$ cat src/rtl/fwd_ctrl_pipe.sv
// Forwarding controller: tracks ID/EX, EX/MEM, MEM/WB producers and registers ALU operand selects.
// Optional load-use stall enabled by defining FWD_LOAD_STALL_EN.
module fwd_ctrl_pipe #(
  parameter int REG_ADDR_W = 5
) (
  input  logic                  clk,
  input  logic                  rst,
  input  logic                  id_valid,
  input  logic [REG_ADDR_W-1:0] id_rs1,
  input  logic [REG_ADDR_W-1:0] id_rs2,
  input  logic [REG_ADDR_W-1:0] id_rd,
  input  logic                  id_reg_write,
  input  logic                  id_mem_read,
  input  logic                  flush,
  output logic [1:0]            fwd_sel_a,
  output logic [1:0]            fwd_sel_b,
  output logic                  stall,
  output logic [REG_ADDR_W-1:0] wb_rd,
  output logic                  wb_we
);

  logic                  idex_valid;
  logic                  idex_rw;
  logic                  idex_mr;
  logic [REG_ADDR_W-1:0] idex_rd;
  logic                  exmem_valid;
  logic                  exmem_rw;
  logic [REG_ADDR_W-1:0] exmem_rd;

  logic idex_prod;
  logic exmem_prod;
  logic [1:0] sel_a_next;
  logic [1:0] sel_b_next;

  assign idex_prod  = idex_valid & idex_rw & (idex_rd != '0);
  assign exmem_prod = exmem_valid & exmem_rw & (exmem_rd != '0);

  // Newest producer (ID/EX, heading to MEM) has priority over the older EX/MEM one.
  always_comb begin
    sel_a_next = 2'b00;
    sel_b_next = 2'b00;
    if (id_valid) begin
      if (idex_prod && (idex_rd == id_rs1)) begin
        sel_a_next = 2'b01;
      end else if (exmem_prod && (exmem_rd == id_rs1)) begin
        sel_a_next = 2'b10;
      end
      if (idex_prod && (idex_rd == id_rs2)) begin
        sel_b_next = 2'b01;
      end else if (exmem_prod && (exmem_rd == id_rs2)) begin
        sel_b_next = 2'b10;
      end
    end
  end

`ifdef FWD_LOAD_STALL_EN
  assign stall = ~flush & id_valid & idex_valid & idex_mr & idex_rw & (idex_rd != '0)
                 & ((idex_rd == id_rs1) | (idex_rd == id_rs2));
`else
  // Software schedules a nop after loads, so the load flag has no consumer here.
  logic unused_mem_read;
  assign stall           = 1'b0;
  assign unused_mem_read = idex_mr;
`endif

  always_ff @(posedge clk) begin
    if (rst) begin
      idex_valid  <= 1'b0;
      idex_rw     <= 1'b0;
      idex_mr     <= 1'b0;
      idex_rd     <= '0;
      exmem_valid <= 1'b0;
      exmem_rw    <= 1'b0;
      exmem_rd    <= '0;
      wb_we       <= 1'b0;
      wb_rd       <= '0;
      fwd_sel_a   <= 2'b00;
      fwd_sel_b   <= 2'b00;
    end else begin
      exmem_valid <= idex_valid;
      exmem_rw    <= idex_rw;
      exmem_rd    <= idex_rd;
      wb_we       <= exmem_prod;
      wb_rd       <= exmem_rd;
      if (flush || stall) begin
        idex_valid <= 1'b0;
        idex_rw    <= 1'b0;
        idex_mr    <= 1'b0;
        idex_rd    <= '0;
        fwd_sel_a  <= 2'b00;
        fwd_sel_b  <= 2'b00;
      end else begin
        idex_valid <= id_valid;
        idex_rw    <= id_reg_write;
        idex_mr    <= id_mem_read;
        idex_rd    <= id_rd;
        fwd_sel_a  <= sel_a_next;
        fwd_sel_b  <= sel_b_next;
      end
    end
  end

endmodule

$ cat config.mk
export PLATFORM = sky130hd
export DESIGN_NAME = fwd_ctrl_pipe
export DESIGN_NICKNAME = d
export VERILOG_FILES = /design/src/rtl/fwd_ctrl_pipe.sv
export SDC_FILE = /design/constraint.sdc
export NUM_CORES = 1
export LEC_CHECK = 0
export ABC_AREA = 1
export CORE_MARGIN = 5
export CORE_UTILIZATION = 25
export DETAILED_ROUTE_END_ITERATION = 10
export MAX_ROUTING_LAYER = met4
export PLACE_DENSITY_LB_ADDON = 0.08
export SKIP_CTS_REPAIR_TIMING = 1
export SYNTH_ARGS = -nofsm -noshare
export SYNTH_HDL_FRONTEND = slang
export SYNTH_SLANG_ARGS = --single-unit
$ cat constraint.sdc
create_clock -name clk -period 2.2 [get_ports clk]
set_clock_uncertainty 0.1 [all_clocks]
set_input_delay 0.22 -clock clk [delete_from_list [all_inputs] [get_ports clk]]
set_output_delay 0.22 -clock clk [all_outputs]
set_load 0.01 [all_outputs]
==> results.py <==
metrics = {
    "run_status": {
        "status": "finished, final reports clean",
    },
    "setup_path": {
        "ff2ff_setup_slack_ns": 1.03,
        "critPathCaptureType": "output pin",
        "critPathLaunchType": "flop",
        "r2r_cells": 7,
        "critical_path_buf_inv_count": 1,
        "max_stage_delay_ns": 0.53,
        "cp.required_ns": 1.88,
        "rr_endpoint": "fwd_sel_b[1]$_SDFF_PP0_",
        "worst-setup-path-type": "flop to output pin",
        "startpoint": "wb_rd[0]$_SDFF_PP0_",
        "rr_startpoint": "idex_rd[3]$_SDFF_PP0_",
        "crit_family": "buffers and inverters",
        "path_cells": "clkdlybuf4s50_1",
        "critPathArrivalTime_ns": 1.12,
        "crit_path_top_delay_cell": "clkdlybuf4s50_1",
        "critPathMaxFanout": 1,
    },
    "power_and_ir_drop": {
        "vdd_ir_drop_max_mv": 0.397,
        "pwr_density_cell_nw_per_um2": 643,
        "p_leak_nw": 0.689,
    },
    "detailed_routing": {
        "drtPass1Iterations": 4,
        "drt-total-wl_mm": 2.34,
        "drc": 0,
        "post_drt_wl_per_cell_um": 9.81,
        "drt.antenna.violating_nets": 0,
        "viasPerCell": 3.78,
        "drt_iter0_drc": 33,
        "vias": 903,
    },
    "floorplan": {
        "core-area_um2": 4060,
        "row_count": 23,
        "start_util_pct": 26.1,
        "pin_count": 32,
        "fp.dieArea_um2": 5640,
        "die_w_um": 75.1,
        "die_height_um": 75.1,
    },
    "synth": {
        "synth-seq-cells": 24,
        "yosys.cell_types.count": 20,
        "yosysSeqAreaShare_pct": 45.3,
        "synth_top_area_share_pct": 45.3,
        "synth_top_area_cell": "dfxtp_1",
        "syn-cell-area_um2": 1060,
        "synth_area_leaders": "dfxtp_1, nand2_1, nor2_1",
        "synth_cells": 158,
        "ys.warnings.count": 0,
        "synth.avg_cell_area_um2": 6.71,
        "synth_nets": 179,
    },
    "cells_and_area": {
        "layout.nets": 211,
        "layout-drive-gt1-share_pct": 8.47,
        "diodes": 0,
        "area_growth_pct": 39.2,
    },
    "clocking": {
        "cts_tree": "built",
        "clk_path_buf_depth": 2,
        "worstSkewPairLatency_ns": 0.27,
        "path_clk_slew_ns": 0.09,
        "clock-sinks": 24,
        "root_buffer": "clkbuf_8",
        "cts_buffers": 3,
        "htree_levels": 1,
    },
    "timing": {
        "rsz0062_at_grt": "no",
        "drv_slew": 0,
        "hold_viol": 0,
        "min_period_over_period_pct": 65.5,
        "fin_ws_ns": 0.758,
        "tns_ns": 0,
        "fmax_mhz": 694,
        "period_needed_ns": 1.44,
        "setup_viol": 0,
    },
    "place": {
        "gp_congestion": 0.864,
        "io_buffers": 29,
        "hpwl_mm": 1.94,
        "dp_slack_ns": 0.688,
    },
    "grt": {
        "antenna_found_initial": 0,
        "grt_first_pass_wirelength_mm": 3.75,
        "grt_max_degree": 15,
        "grt.overflow.total": 0,
        "grt_use_total_pct": 9.13,
        "grt_pass1_vias": 896,
    },
    "hold_path": {
        "worstHoldPathCells": 2,
        "hold_end": "exmem_valid$_SDFF_PP0_",
        "hp-start": "idex_valid$_SDFF_PP0_",
        "hp-class": "flop to flop",
    },
    "flow_run": {
        "max_cap_viol_count": 0,
    },
}
[cell usage after synthesis]
cell      number
dfxtp_1       24
nand3_1        6
xnor2_1        3
nand2_2        1
o21bai_2       1
nor3_1         1
nand2_1       44
or2_1          1
inv_2          7
inv_1         24
o21ai_1        1
nor2_1        34
clkbuf_1       1
conb_1         1
nor2_4         1
xor2_1         4
nor3_2         1
buf_2          1
clkinv_1       1
buf_4          1
[per-stage QoR]
step	power (W)	std cells	hold WS [ns]	cell area [um^2]	utilization (%)
global route	0.000996	239	0.344	1480	36.4
floorplan	0.000516	158	0.192	1060	-
detailed placement	0.000574	235	0.314	1400	34.6
CTS	0.000966	239	0.327	1480	36.4
finish	0.000949	239	0.324	1480	36.4
global placement	0.000573	235	0.316	1400	34.6
[state kept, by name, summed over array words and instances (netlist names)]
name         cells
exmem_rd         5
exmem_rw         1
exmem_valid      1
fwd_sel_a        2
fwd_sel_b        2
idex_rd          5
idex_rw          1
idex_valid       1
wb_rd            5
wb_we            1
[layout make-up]
class,instances,area (um^2)
Sequential cell,24,480
Inverter,32,120
Timing Repair Buffer,30,298
Clock buffer,3,41.3
Tap cell,50,62.6
Fill cell,450,2580
Clock inverter,1,30.0
Multi-Input combinational cell,99,443
[per-layer routing]
metal	global-route usage, %	share of wire, %	vias to the layer above
met2	15.9	49	20
met1	10.1	44	369
met4	1.19	0.38	0
met3	3.60	5.8	2
li1	-	-	512
met5	-	0	-
[how the worst max path moves through the flow]
| stage | endpoint | slack (ns) | cells past startpoint |
|---|---|---|---|
| 6_report | wb_rd[0] | 0.76 | 1 |
| 5_1_grt | wb_rd[1] | 0.71 | 1 |
| 4_1_cts | wb_rd[1] | 0.74 | 1 |
| 3_5_place_dp | fwd_sel_b[1]$_SDFF_PP0_ | 0.69 | 8 |
| 3_3_place_gp | fwd_sel_b[1]$_SDFF_PP0_ | 0.70 | 8 |
| 2_1_floorplan | fwd_sel_b[1]$_SDFF_PP0_ | 1.19 | 7 |
[logic make-up (layout without fill, tap and decap cells)]
| family | count (synthesis) | after routing | share of synthesized area [%] |
|---|---|---|---|
| and+or+nand+nor | 89 | 89 | 34.1 |
| xor gates and xnor gates | 7 | 7 | 5.79 |
| buffers and inverters | 35 | 66 | 12.9 |
| other | 1 | 1 | 0.354 |
| AOI/OAI and AO/OA | 2 | 2 | 1.53 |
| DFF | 24 | 24 | 45.3 |
[cells in the final DEF, fill, tap and decap left out]
cell              n
xnor2_1           3
or2_1             1
inv_1            24
clkinv_1          1
nor2_1           34
nor2_4            1
dfxtp_1          24
nand2_2           1
conb_1            1
xor2_1            4
nor3_2            1
inv_2             7
nor3_1            1
nand2_1          44
clkdlybuf4s50_1  29
bufinv_16         1
buf_4             1
clkbuf_8          3
nand3_1           6
o21ai_1           1
o21bai_2          1
[power by group]
group | internal, W | leakage, nW | switching, W
sequential | 0.000444 | 0.195 | 0.00000834
combinational | 0.0000570 | 0.458 | 0.0000524
clock | 0.000243 | 0.0357 | 0.000144
total | 0.000744 | 0.689 | 0.000205
No activity file was read; power rests on OpenSTA's default activity.
